--- src/rtl/redux_pkg.sv ---
// Shared defaults and types for the 2x upscaler that rebuilds the reduced raster.
package redux_pkg;

    localparam int unsigned PIX_W_DEF = 8;
    // 160x120 full-resolution frame halved in each direction
    localparam int unsigned IN_W_DEF  = 80;
    localparam int unsigned IN_H_DEF  = 60;

    typedef enum logic [0:0] {StLoad, StEmit} redux_state_e;

    // Counter width for a range of n values, never below one bit
    function automatic int unsigned cnt_w(input int unsigned n);
        return (n > 1) ? $clog2(n) : 1;
    endfunction

endpackage

--- src/rtl/redux_line_buf.sv ---
// One-line pixel store: synchronous write port, combinational read port.
module redux_line_buf #(
    parameter int unsigned DEPTH = 80,
    parameter int unsigned PIX_W = 8,
    parameter int unsigned AW    = 7
) (
    input  logic             clk,
    input  logic             we,
    input  logic [AW-1:0]    waddr,
    input  logic [PIX_W-1:0] wdata,
    input  logic [AW-1:0]    raddr,
    output logic [PIX_W-1:0] rdata
);

    logic [PIX_W-1:0] mem [DEPTH];

    always_ff @(posedge clk) begin
        if (we) begin
            mem[waddr] <= wdata;
        end
    end

    assign rdata = mem[raddr];

endmodule

--- src/rtl/redux_upscale_2x.sv ---
// 2x nearest-neighbour upscaler: buffers one reduced line, then emits it twice at double width.
module redux_upscale_2x
    import redux_pkg::*;
#(
    parameter int unsigned IN_W  = IN_W_DEF,
    parameter int unsigned IN_H  = IN_H_DEF,
    parameter int unsigned PIX_W = PIX_W_DEF
) (
    input  logic             clk,
    input  logic             rst,
    input  logic             s_valid,
    output logic             s_ready,
    input  logic [PIX_W-1:0] s_data,
    output logic             m_valid,
    input  logic             m_ready,
    output logic [PIX_W-1:0] m_data,
    output logic             m_sof,
    output logic             m_eol
);

    localparam int unsigned WCOL_W = cnt_w(IN_W);
    localparam int unsigned OCOL_W = cnt_w(2 * IN_W);
    localparam int unsigned ROW_W  = cnt_w(IN_H);

    localparam logic [WCOL_W-1:0] WCOL_LAST = WCOL_W'(IN_W - 1);
    localparam logic [OCOL_W-1:0] OCOL_LAST = OCOL_W'(2 * IN_W - 1);
    localparam logic [ROW_W-1:0]  ROW_LAST  = ROW_W'(IN_H - 1);

    redux_state_e      state_q, state_d;
    logic [WCOL_W-1:0] wcol_q, wcol_d;
    logic [OCOL_W-1:0] ocol_q, ocol_d;
    logic              rep_q, rep_d;
    logic [ROW_W-1:0]  row_q, row_d;

    logic              buf_we;
    logic [WCOL_W-1:0] buf_raddr;
    logic [PIX_W-1:0]  buf_rdata;

    // Each buffered pixel covers two adjacent output columns
    assign buf_raddr = WCOL_W'(ocol_q >> 1);

    redux_line_buf #(
        .DEPTH (IN_W),
        .PIX_W (PIX_W),
        .AW    (WCOL_W)
    ) u_line_buf (
        .clk   (clk),
        .we    (buf_we),
        .waddr (wcol_q),
        .wdata (s_data),
        .raddr (buf_raddr),
        .rdata (buf_rdata)
    );

    always_ff @(posedge clk or posedge rst) begin
        if (rst) begin
            state_q <= StLoad;
            wcol_q  <= '0;
            ocol_q  <= '0;
            rep_q   <= 1'b0;
            row_q   <= '0;
        end else begin
            state_q <= state_d;
            wcol_q  <= wcol_d;
            ocol_q  <= ocol_d;
            rep_q   <= rep_d;
            row_q   <= row_d;
        end
    end

    always_comb begin
        state_d = state_q;
        wcol_d  = wcol_q;
        ocol_d  = ocol_q;
        rep_d   = rep_q;
        row_d   = row_q;
        s_ready = 1'b0;
        m_valid = 1'b0;
        m_data  = '0;
        m_sof   = 1'b0;
        m_eol   = 1'b0;
        buf_we  = 1'b0;

        unique case (state_q)
            StLoad: begin
                s_ready = !rst;
                buf_we  = s_valid && !rst;
                if (s_valid) begin
                    if (wcol_q == WCOL_LAST) begin
                        wcol_d  = '0;
                        state_d = StEmit;
                    end else begin
                        wcol_d = wcol_q + 1'b1;
                    end
                end
            end
            StEmit: begin
                m_valid = 1'b1;
                m_data  = buf_rdata;
                m_eol   = (ocol_q == OCOL_LAST);
                m_sof   = (ocol_q == '0) && !rep_q && (row_q == '0);
                if (m_ready) begin
                    if (m_eol) begin
                        ocol_d = '0;
                        if (!rep_q) begin
                            rep_d = 1'b1;
                        end else begin
                            rep_d   = 1'b0;
                            state_d = StLoad;
                            row_d   = (row_q == ROW_LAST) ? '0 : row_q + 1'b1;
                        end
                    end else begin
                        ocol_d = ocol_q + 1'b1;
                    end
                end
            end
            default: state_d = StLoad;
        endcase
    end

endmodule

--- config.mk ---
export PLATFORM = sky130hd
export DESIGN_NAME = redux_upscale_2x
export DESIGN_NICKNAME = d
export VERILOG_FILES = /design/src/rtl/redux_pkg.sv /design/src/rtl/redux_line_buf.sv /design/src/rtl/redux_upscale_2x.sv
export SDC_FILE = /design/constraint.sdc
export NUM_CORES = 1
export LEC_CHECK = 0
export CORE_AREA = 2 2 270 272
export CTS_CLUSTER_DIAMETER = 120
export DETAILED_ROUTE_END_ITERATION = 10
export DIE_AREA = 0 0 272 274
export HOLD_SLACK_MARGIN = 0.06
export PLACE_DENSITY_LB_ADDON = 0.12
export SLEW_MARGIN = 20
export SYNTH_ARGS = -nofsm -noshare
export SYNTH_HDL_FRONTEND = slang
export SYNTH_SLANG_ARGS = --single-unit
--- constraint.sdc ---
create_clock -name clk -period 2.23 [get_ports clk]
set_input_delay 0.446 -clock clk [delete_from_list [all_inputs] [get_ports clk]]
set_output_delay 0.446 -clock clk [all_outputs]
set_load 0.05 [all_outputs]
==> results of run 1 <==
## logic make-up after synthesis
logic type               count (synthesis)  synth area share (%)
adder cells (fa/ha/maj)                  5                 0.238
AO/OA/AOI/OAI                          131                  3.45
flip-flops                             663                  75.3
buffers and inverters                   83                  1.80
AND/OR/NAND/NOR                        254                  4.30
multiplexers                           225                  14.7
XOR/XNOR                                 8                 0.266
## worst max-delay path, delay by kind of cell, from the launching register on
kind | cells | cell delay, ns
buffers and inverters | 5 | 0.82
AOI/OAI and AO/OA | 3 | 0.62
muxes | 2 | 0.60
DFF | 1 | 0.48
## timing repair
| item | CTS | global route |
|---|---|---|
| buffers inserted | 10 | 18 |
| endpoints found under the setup margin | 19 | 16 |
| pin swaps | 7 | 11 |
| hold buffers | 0 | 0 |
| gates resized for setup | 57 | 37 |
## through the flow
| stage | area (um^2) | power, uW | setup slack, ns |
|---|---|---|---|
| 6_report | 33400 | 30600 | -1.37 |
| 5_1_grt | 33400 | 31600 | -1.42 |
| 4_1_cts | 33100 | 30700 | -1.39 |
| 3_5_place_dp | 30300 | 18100 | -0.973 |
| 3_3_place_gp | 30300 | 18100 | -0.977 |
| 2_1_floorplan | 26600 | 16200 | -0.212 |
## power groups by stage
stage / clock network (uW) / registers, uW / logic, uW
3_3_place_gp: 0 / 14200 / 3850
6_report: 12300 / 13900 / 4370
3_5_place_dp: 0 / 14200 / 3870
2_1_floorplan: 0 / 14100 / 2140
4_1_cts: 12600 / 13900 / 4170
5_1_grt: 13000 / 13900 / 4620
## cells in the mapped netlist (all sizes together) (2+ instances only)
master,number,area (um^2)
buf,43,324
a21o,4,30.0
o21ba,3,30.0
a221oi,4,35.0
nand2b,7,43.8
clkbuf,29,109
nor2b,11,68.8
o22ai,12,75.1
nand3,18,90.1
and4,4,35.0
and2,3,18.8
nand3b,3,22.5
a41oi,3,26.3
o21ai,25,125
o2111ai,5,43.8
o31ai,4,30.0
or4,2,15.0
a22oi,13,97.6
o32a,2,20.0
nand2,54,203
a22o,14,123
a21oi,14,70.1
mux4,127,2860
o21a,3,22.5
nor3,10,50.1
nor2,125,469
o211ai,5,37.5
nand4,6,37.5
and3,5,31.3
a311oi,3,26.3
mux2i,81,811
xnor2,7,61.3
mux2,17,191
edfxtp,640,19200
a31oi,11,68.8
ha,5,62.6
a211oi,3,22.5
dfrtp,23,576
or3b,2,17.5
inv,11,41.3
## flip-flops by register name, indices dropped and copies added (netlist names)
signal	count
u_line_buf.mem	640
wcol_q	7
rep_q	1
row_q	6
ocol_q	8
state_q	1
## layer usage
metal	vias to the layer above	wire (um)	GRT usage (%)	part of all wire [%]
met5	-	0	0	0
met3	96	3330	3.33	4.7
met2	332	34400	31.4	49
met4	0	1730	6.22	2.5
li1	6209	-	-	-
met1	7310	30900	25.7	44
## area by class of cell
type | instances | area, um^2 | area share, %
clock inverter | 40 | 455 | 1.36
multi-input combinational | 623 | 6520 | 19.5
tap | 959 | 1200 | 3.59
inverter | 11 | 43.8 | 0.131
clock buffer | 91 | 1990 | 5.95
sequential | 663 | 19800 | 59.2
timing repair buffer | 327 | 3410 | 10.2
## worst max path at each step
stage	slack [ns]	start	to
final	-1.37	ocol_q[1]$_DFFE_PP0P_	m_data[6]
after global routing	-1.42	ocol_q[1]$_DFFE_PP0P_	m_data[6]
after CTS	-1.39	ocol_q[1]$_DFFE_PP0P_	m_data[6]
after detailed placement	-0.97	ocol_q[1]$_DFFE_PP0P_	m_data[5]
after global placement	-0.98	ocol_q[1]$_DFFE_PP0P_	m_data[5]
after floorplan	-0.21	ocol_q[1]$_DFFE_PP0P_	m_data[6]
==> reports/metrics.json, run 1 <==
{
  "outcome": {
    "run_status": "finished with violations",
    "violations": "negative setup slack"
  },
  "floorplan": {
    "design.die.area_mm2": 0.0745,
    "core_region_area_mm2": 0.0720,
    "die_width_um": 272,
    "dieHeight_um": 274,
    "floorplan.initialDensity_pct": 36.5,
    "io_pins": 24,
    "placementRows": 99
  },
  "cells_and_area": {
    "antenna-diode-count": 0,
    "layout-area-overhead-vs-synth_pct": 27.1,
    "layout_commonest_cell": "edfxtp_1",
    "mostFrequentLayoutCells": "edfxtp_1, buf_4, mux4_2",
    "nFillCells": 6105,
    "number_of_nets_at_the_end_of_the_flow": 1716,
    "final-instance-count-excl-fill": 2714,
    "post_route_cells_drive_above_1_share_pct": 37.2,
    "fin_util_pct": 46.5
  },
  "global_routing": {
    "grt_start_max_net_pins": 81,
    "grt_pass1_vias": 14400,
    "global_route_wire_length_before_repair_mm": 102,
    "globalRouteTotalUtil_pct": 19.0,
    "grt.overflow.total": 0,
    "grt_antenna_before_repair": 0
  },
  "yosys": {
    "number_of_distinct_library_cell_variants_in_the_gate_level_netlist_after_synthesis": 50,
    "count_of_synthesis_stage_warnings_from_yosys": 0,
    "synthesis.area_mm2": 0.0263,
    "synth_sequential_area_ratio_pct": 75.3,
    "post_synth.cell_area_avg_um2": 19.2,
    "number_of_enable_type_register_cells_in_the_synthesized_netlist": 640,
    "synth-async-reset-ratio_pct": 3.47,
    "postSynth.topFlopCell": "edfxtp_1",
    "ys_ff_latch": 663,
    "postSynthNetCount": 1386,
    "syn-instance-count": 1369
  },
  "placement": {
    "place.gp.congestion": 0.831,
    "place_hpwl_mm": 45.5,
    "placedCellCount": 2557,
    "numPortBuffers": 23
  },
  "sta": {
    "rsz0062_at_grt": "true",
    "fin_ws_ns": -1.37,
    "setup_total_neg_slack_ns": -12.51,
    "final_period_minus_worst_setup_slack_ns": 3.60,
    "drv_slew": 0,
    "final.hold.worst_slack_ns": 0.275,
    "max_freq_mhz": 278,
    "count_of_final_hold_check_violations": 0,
    "clock-skew-final_ns": 0.0194,
    "worstMarginPinSlew_ns": 0.856,
    "timing.final.setup_violations": 16,
    "timing.max_slew.rel_slack_pct": 42.9,
    "layout_worst_path_cycle_share_pct": 161
  },
  "worst_setup_path": {
    "crit_top_cell": "buf_12",
    "crit_path_dat_ns": 3.15,
    "critical_path.max_fanout": 8,
    "start_kind": "flop",
    "regToRegStartpoint": "ocol_q[1]$_DFFE_PP0P_",
    "regToRegSetupSlack_ns": -0.22,
    "timing.critical_path.to_type": "output port",
    "setup.worst_path.class": "reg2out",
    "timing.critical_path.cells": "buf_12 -> buf_12 -> buf_6 -> mux4_2 -> mux2i_1 -> o211ai_1 -> o211ai_1 -> buf_4 -> a41oi_4 -> buf_12",
    "critical_path.slowest_cell": "dfrtp_4",
    "delay_contributed_by_the_slowest_stage_of_the_critical_path_ns": 0.48,
    "crit_required_ns": 1.78,
    "worst-r2r-cell-count": 10,
    "timing.rr.end": "row_q[4]$_DFFE_PP0P_"
  },
  "clocking": {
    "cts-root-to-sink-buffers": 3,
    "root_buffer": "clkbuf_16",
    "tritoncts": "done",
    "cts_max_level": 3,
    "number_of_buffers_added_by_the_clock_tree_synthesis_step": 73,
    "path_clk_slew_ns": 0.06,
    "tritoncts_num_sinks": 663,
    "clock_latency_ns": 0.60
  },
  "detailed_routing": {
    "first_iter_violations": 1004,
    "drt_first_pass_iters": 5,
    "post_drt_wl_per_cell_um": 25.9,
    "wl_mm": 70.3,
    "detail-route-antenna-nets": 0,
    "drc": 0,
    "post_drt_via_cell_ratio": 5.14,
    "route.vias.total": 13900
  },
  "power": {
    "clock_power_share_pct": 40.2,
    "p_int_uw": 23500,
    "net-switching-power_uw": 7130,
    "leakage_component_of_the_power_uw": 0.0108,
    "share_seq_of_total_power_pct": 45.5,
    "power.density_cell_area_mw_per_mm2": 915,
    "combPwrFrac_pct": 14.3,
    "ir_drop_uv": 581,
    "sw_frac_of_total_pct": 23.3
  },
  "min_path": {
    "min-delay-path-class": "in2async"
  },
  "run": {
    "max_cap_violations": 0
  }
}
No activity file was read; power rests on OpenSTA's default activity.
==> run 2, diff against run 1 <==
--- a/config.mk
+++ b/config.mk
@@ -10,6 +10,7 @@
 export DETAILED_ROUTE_END_ITERATION = 10
 export DIE_AREA = 0 0 272 274
 export HOLD_SLACK_MARGIN = 0.06
+export MAX_ROUTING_LAYER = met4
 export PLACE_DENSITY_LB_ADDON = 0.12
 export SLEW_MARGIN = 20
 export SYNTH_ARGS = -nofsm -noshare
==> constraint.sdc (replaced) <==
create_clock -name clk -period 3.2 [get_ports clk]
set_input_delay 0.64 -clock clk [delete_from_list [all_inputs] [get_ports clk]]
set_output_delay 0.64 -clock clk [all_outputs]
set_load 0.05 [all_outputs]
==> run 2 against run 1 <==
  * The run still ends with negative setup slack left
  * Design area decreased by 3.0%
  * Clock skew decreased by 0.0071 ns
  * Sequential share of layout area increased by 1.8 points
  * Sequential cell count unchanged
  * Critical endpoint unchanged
  * Largest cell class unchanged
  * Highest routed layer unchanged
==> reports/metrics.json, run 2 (same netlist as run 1, synthesis figures left out) <==
{
  "outcome": {
    "run_status": {"value": "finished with violations", "change": "unchanged"},
    "violations": {"value": "negative setup slack", "change": "unchanged"}
  },
  "detailed_routing": {
    "drt_first_pass_iters": {"value": 5, "change": "unchanged"},
    "first_iter_violations": {"value": 1290, "change": "was 1,004"},
    "post_drt_wl_per_cell": {"value": 26.9, "unit": "um", "change": "was 25.9 um"},
    "wl": {"value": 71.2, "unit": "mm", "change": "was 70.3 mm"},
    "route.vias.total": {"value": 13900, "change": "about the same"},
    "post_drt_via_cell_ratio": {"value": 5.23, "change": "was 5.14"},
    "drc": {"value": 0, "change": "unchanged"},
    "detail-route-antenna-nets": {"value": 0, "change": "unchanged"}
  },
  "clocking": {
    "tritoncts_num_sinks": {"value": 663, "change": "unchanged"},
    "path_clk_slew": {"value": 0.06, "unit": "ns", "change": "about the same"},
    "number_of_buffers_added_by_the_clock_tree_synthesis_step": {"value": 74, "change": "was 73"},
    "cts-root-to-sink-buffers": {"value": 3, "change": "unchanged"},
    "tritoncts": {"value": "done", "change": "unchanged"},
    "clock_latency": {"value": 0.62, "unit": "ns", "change": "was 0.60 ns"},
    "hold_buffers": {"value": 0, "change": "unchanged"},
    "root_buffer": {"value": "clkbuf_16", "change": "unchanged"},
    "cts_max_level": {"value": 3, "change": "unchanged"}
  },
  "cells_and_area": {
    "post_route_cells_drive_above_1_share": {"value": 33.5, "unit": "%", "change": "was 37.2%"},
    "layout_commonest_cell": {"value": "edfxtp_1", "change": "unchanged"},
    "mostFrequentLayoutCells": {"value": "edfxtp_1, buf_4, mux4_2", "change": "unchanged"},
    "largest_register": {"value": "u_line_buf.mem", "change": "unchanged"},
    "antenna-diode-count": {"value": 0, "change": "unchanged"},
    "max_reg_flops": {"value": 640, "change": "unchanged"},
    "cell_area_after_layout": {"value": 0.0324, "unit": "mm^2", "change": "was 0.0334 mm^2"},
    "fin_util": {"value": 45.0, "unit": "%", "change": "was 46.5%"},
    "layout-area-overhead-vs-synth": {"value": 23.2, "unit": "%", "change": "was 27.1%"},
    "number_of_nets_at_the_end_of_the_flow": {"value": 1652, "change": "was 1,716"},
    "largestRegisters": {"value": "u_line_buf.mem: 640 flops, ocol_q: 8 flops, wcol_q: 7 flops", "change": "unchanged"}
  },
  "floorplan": {
    "floorplan.initialDensity": {"value": 36.5, "unit": "%", "change": "unchanged"},
    "placementRows": {"value": 99, "change": "unchanged"},
    "core_region_area": {"value": 0.0720, "unit": "mm^2", "change": "unchanged"},
    "dieHeight": {"value": 274, "unit": "um", "change": "unchanged"},
    "die_width": {"value": 272, "unit": "um", "change": "unchanged"},
    "design.die.area": {"value": 0.0745, "unit": "mm^2", "change": "unchanged"},
    "io_pins": {"value": 24, "change": "unchanged"}
  },
  "sta": {
    "timing.final.setup_violations": {"value": 9, "change": "was 16"},
    "layout_worst_path_cycle_share_pct": 118,
    "rsz0062_at_grt": {"value": "true", "change": "unchanged"},
    "final_period_minus_worst_setup_slack_ns": 3.79,
    "final.hold.worst_slack": {"value": 0.492, "unit": "ns", "change": "was 0.275 ns"},
    "fin_ws": {"value": -0.585, "unit": "ns", "change": "was -1.37 ns"},
    "worstMarginPinSlew": {"value": 0.899, "unit": "ns", "change": "was 0.856 ns"},
    "drv_slew": {"value": 0, "change": "unchanged"},
    "max_freq_mhz": 264,
    "count_of_final_hold_check_violations": {"value": 0, "change": "unchanged"},
    "timing.max_slew.rel_slack": {"value": 40.1, "unit": "%", "change": "was 42.9%"},
    "clock-skew-final": {"value": 0.0124, "unit": "ns", "change": "was 0.0194 ns"}
  },
  "power": {
    "combPwrFrac": {"value": 13.8, "unit": "%", "change": "was 14.3%"},
    "post-layout-total-power": {"value": 20700, "unit": "uW", "change": "was 30,600 uW"},
    "net-switching-power": {"value": 4970, "unit": "uW", "change": "was 7130 uW"},
    "power.density_cell_area": {"value": 639, "unit": "mW/mm^2", "change": "was 915 mW/mm^2"},
    "share_seq_of_total_power": {"value": 46.9, "unit": "%", "change": "was 45.5%"},
    "p_int": {"value": 15800, "unit": "uW", "change": "was 23,500 uW"},
    "sw_frac_of_total": {"value": 24.0, "unit": "%", "change": "was 23.3%"},
    "clock_power_share": {"value": 39.3, "unit": "%", "change": "was 40.2%"},
    "leakage_component_of_the_power": {"value": 0.0103, "unit": "uW", "change": "was 0.0108 uW"},
    "ir_drop": {"value": 314, "unit": "uV", "change": "was 581 uV"}
  },
  "global_routing": {
    "global_route_wire_length_before_repair": {"value": 103, "unit": "mm", "change": "was 102 mm"},
    "grt_start_max_net_pins": {"value": 81, "change": "unchanged"},
    "grt_antenna_before_repair": {"value": 1, "change": "was 0"},
    "grt.overflow.total": {"value": 0, "change": "unchanged"},
    "grt_pass1_vias": {"value": 14200, "change": "was 14,400"},
    "globalRouteTotalUtil": {"value": 20.0, "unit": "%", "change": "was 19.0%"}
  },
  "worst_setup_path": {
    "setup.worst_path.class": {"value": "reg2out", "change": "unchanged"},
    "critical_path.max_fanout": {"value": 5, "change": "was 8"},
    "regToRegStartpoint": {"value": "ocol_q[1]$_DFFE_PP0P_", "change": "unchanged"},
    "regToRegSetupSlack": {"value": 0.60, "unit": "ns", "change": "was -0.22 ns"},
    "crit_required": {"value": 2.56, "unit": "ns", "change": "was 1.78 ns"},
    "timing.rr.end": {"value": "row_q[4]$_DFFE_PP0P_", "change": "unchanged"},
    "start_kind": {"value": "flop", "change": "unchanged"},
    "worst-r2r-cell-count": {"value": 9, "change": "was 10"},
    "timing.critical_path.to_type": {"value": "output port", "change": "unchanged"},
    "crit_path_dat": {"value": 3.15, "unit": "ns", "change": "about the same"}
  },
  "placement": {
    "place.gp.congestion": {"value": 0.790, "change": "was 0.831"},
    "place_hpwl": {"value": 45.5, "unit": "mm", "change": "about the same"},
    "numPortBuffers": {"value": 23, "change": "unchanged"},
    "placedInstanceArea": {"value": 0.0292, "unit": "mm^2", "change": "was 0.0303 mm^2"}
  },
  "min_path": {
    "min-delay-path-class": {"value": "in2async", "change": "unchanged"}
  },
  "run": {
    "max_cap_violations": {"value": 0, "change": "unchanged"}
  }
}
-- run 2: power by group through the flow --
stage | Combinational [uW] | Sequential (uW) | Clock (uW)
floorplan | 1360 | 9830 | 0
global placement | 2360 | 9880 | 0
detailed placement | 2360 | 9890 | 0
CTS | 2780 | 9720 | 8360
global route | 3010 | 9740 | 8700
finish | 2850 | 9730 | 8140
-- run 2: how the worst max path moves through the flow --
stage                                      from        end  slack [ns]  depth (start not counted)
final                     ocol_q[1]$_DFFE_PP0P_  m_data[6]       -0.59                          8
after global placement    ocol_q[1]$_DFFE_PP0P_  m_data[4]       -0.30                          9
after floorplan           ocol_q[2]$_DFFE_PP0P_  m_data[0]        0.15                          9
after CTS                 ocol_q[1]$_DFFE_PP0P_  m_data[6]       -0.70                          9
after detailed placement  ocol_q[1]$_DFFE_PP0P_  m_data[4]       -0.29                          9
after global routing      ocol_q[1]$_DFFE_PP0P_  m_data[6]       -0.69                          8
-- run 2: metal layers --
metal	track usage, %	up-vias	part of all wire [%]
li1	-	6103	-
met2	32.0	296	49
met3	2.81	91	3.9
met4	5.25	0	1.8
met5	-	-	0
met1	26.9	7384	45
-- run 2: worst max-delay path, cell delays in order (launching register included) --
cell,delay (ns)
dfrtp_4,0.47
buf_12,0.16
buf_8,0.12
mux4_2,0.52
mux2i_2,0.18
o211ai_1,0.10
o211ai_1,0.45
a41oi_2,0.30
buf_12,0.23
-- run 2: cell type report --
cell class,instances,area [um^2]
Inverter,11,45.0
Clock inverter,40,344
Fill cell,6191,39600
Multi-Input combinational cell,623,6440
Clock buffer,93,1980
Sequential cell,663,19800
Tap cell,959,1200
Timing Repair Buffer,262,2600
-- run 2: timing repair --
item                                    CTS  global route
pin swaps                                11            17
endpoints found under the setup margin   10            10
resized for setup                        85            37
buffers inserted                         13             8
cloned                                    5             1
-- run 2: metrics by stage --
stage                     TNS [ns]  setup slack, ns  cells
after floorplan                  0            0.145   1369
after global placement       -1.47           -0.298   2494
after detailed placement     -1.32           -0.289   2494
after CTS                    -4.93           -0.703   2644
after global routing         -5.08           -0.688   2651
final                        -4.53           -0.585   2651
==> RTL change, RTL diff (flow settings as in run 2) <==
Make the reset (`rst`) synchronous in one clocked block.
--- a/src/rtl/redux_upscale_2x.sv
+++ b/src/rtl/redux_upscale_2x.sv
@@ -52,7 +52,7 @@
         .rdata (buf_rdata)
     );
 
-    always_ff @(posedge clk or posedge rst) begin
+    always_ff @(posedge clk) begin
         if (rst) begin
             state_q <= StLoad;
             wcol_q  <= '0;
Formal check against the unedited RTL: same outputs for any inputs over 4 cycles, from zero or initial values and one cycle with rst high; that may be too few to reach the edited logic, so the function may still have changed.
==> RTL change against run 2 <==
- the flow still finishes with violations (setup timing)
- final area shrank 0.90%
- sequential cell count grew 7
- routed wire length shrank 6.9%
- sequential share of layout area grew 0.64 points
- synthesized area grew 0.26%
- worst setup slack gained 0.15 ns
- synthesized cell count grew 3.5%
- maximum frequency grew 4.0%
- via count shrank 2.3%
Power is not compared: it rests on default switching activity, and its combinational part moved more than twofold at a synthesized area within 25%.
==> RTL change: results (changes against run 2) <==
By area the synthesized netlist is led by sky130_fd_sc_hd__edfxtp_1, sky130_fd_sc_hd__mux4_2, sky130_fd_sc_hd__mux2i_1, sky130_fd_sc_hd__dfxtp_1, sky130_fd_sc_hd__nor2_1. The global-route total usage across every layer is 0.185 (-0.0143). The post-placement worst setup slack was -0.0928 ns (+0.196 ns). The setup clock skew after layout came out at 0.0157 ns (+0.00330 ns).

The xor-xnor portion of the synthesized cell area is 0.00531 (+0.00265). The number of global-route vias before repair is 14000 (-0.90%). The min-delay analysis places its worst path in the category flip-flop to flip-flop. The critical-path maximum fanout is 6 (+1).

The arrival time at the worst endpoint is 3.00 ns (-0.15 ns). The H-tree depth came out at 3 (unchanged). The final number of setup-violating endpoints is 8 (-1).

In this run the critical register-to-register path is captured at u_line_buf.mem[47][7]. The mux share of post-synthesis cell area came to 0.145 (-0.00232). The detailed-placement wirelength estimate is 42300 microns (-7.0%).

The number of detailed-route iterations in the first pass came out at 7 (+2). The number of fillers in the final layout came out at 6233 (+0.68%). The post-detailed-route via-to-cell ratio was 5.14 (-1.8%). The post-synthesis adder-cell area fraction came out at 0.00237 (-0.00000609). The worst hold margin came out at 0.499 ns (+0.00705 ns). The post-synth net total came to 1434 (+3.5%). The clock insertion delay at the later pin of the skew report came out at 0.60 ns (-0.02 ns). The final estimated routing congestion in global placement came out at 0.866 (+9.7%). The actual slew at the worst max-slew pin is 1.00 ns (+0.103 ns).

The instance area after placement is 28900 sq um (-1.0%). The run finished, with violations left. The register-to-register path setup slack came out at 0.82 ns (+0.22 ns). The compound-gate portion of the synthesized area came to 0.0276 (-0.00697).

The number of buffers created by CTS is 73 (-1.4%). The net count reported at finish came out at 1639 (-0.79%). The maximum cell stage delay along the critical path came out at 0.47 ns (-0.05 ns). The first-pass GRT wire length is 96800 microns (-6.3%). The average wire per standard cell came out at 25.1 microns (-6.4%). The share of flip-flops with an asynchronous set or reset after synthesis came to 0 (-0.0347). The beginning of the worst register-to-register path is state_q. The cell count of the worst reg-to-reg path is 6 (-3). The post-route worst setup slack came out at -0.440 ns (+0.145 ns).

The sequential element share of the synthesized area is 0.752 (-0.000979). The buffer depth of the longest clock path came to 3 (unchanged). The final design area excluding fillers came out at 32100 sq um (-0.90%). Among cell families on the critical path, the largest total delay comes from buffers and inverters.

The share of layout cells above drive strength 1 is 0.304 (-0.0310). The final reports fail on setup timing.
==> RTL change: cell count changes after synthesis, sizes merged, moves of 8 or more <==
cell / delta
mux2i: +32
dfxtp: +30
a22oi: +29
nand2: +27
dfrtp: -23
mux4: -19
nand3: +17
a22o: -14
nand4: +14
a31oi: -11
o21ai: -11
nor3: -9
nor2: -8
xor2: +8
==> RTL change: how the worst max path moves through the flow <==
stage                     startpoint   endpoint  slack [ns]  cells after the start
after detailed placement   flip-flop  m_data[3]       -0.09                      8
after floorplan            ocol_q[0]      m_sof        0.02                      4
after CTS                  flip-flop  m_data[4]       -0.52                      8
final                      flip-flop  m_data[3]       -0.44                     10
after global routing       flip-flop  m_data[6]       -0.53                      9
after global placement     flip-flop  m_data[5]       -0.14                      8
==> RTL change: report_power, final <==
| group | total, uW | internal, uW | switching [uW] |
|---|---|---|---|
| Sequential | 9610 | 9610 | 7.06 |
| Combinational | 252 | 55.5 | 196 |
| Clock | 8350 | 5010 | 3330 |
| Total | 18200 | 14700 | 3530 |
==> RTL change: tightest hold or removal path: cells and delay by family (launching register included) <==
kind,cells,cell delay [ns]
AND/OR/NAND/NOR,1,0.06
flip-flops,1,0.33
AO/OA/AOI/OAI,1,0.05
==> RTL change: cell type report <==
type,instances,area share
timing repair buffer,199,0.0660
clock buffer,89,0.0614
tap,959,0.0374
clock inverter,41,0.0123
multi-input combinational,669,0.204
sequential,670,0.617
inverter,9,0.00105
antenna,1,0.0000779
==> RTL change: through the flow <==
step,instances,setup TNS [ns]
after floorplan,1417,0
after global placement,2485,-0.626
after detailed placement,2485,-0.437
after CTS,2633,-4.08
after global routing,2636,-3.89
final,2637,-3.20
==> RTL change: cells by family (layout without fill, tap and decap cells) <==
family | count (synthesis) | after routing
adders and majority gates | 5 | 5
and+or+nand+nor | 299 | 300
xor gates and xnor gates | 16 | 16
muxes | 243 | 243
other | 0 | 1
buffers and inverters | 79 | 338
AOI/OAI and AO/OA | 105 | 105
DFF | 670 | 670
==> RTL change: timing repair <==
action / in CTS / in global routing
setup endpoints to repair: 9 / 8
pin swaps: 27 / 33
hold buffers: 0 / 0
buffers inserted: 14 / 2
resized for setup: 95 / 50
cloned: 4 / 4
==> RTL change: metal layers <==
layer / track usage / share of wire
met3: 0.0313 / 0.045
met5: - / 0
met1: 0.252 / 0.46
met4: 0.0529 / 0.020
met2: 0.289 / 0.48
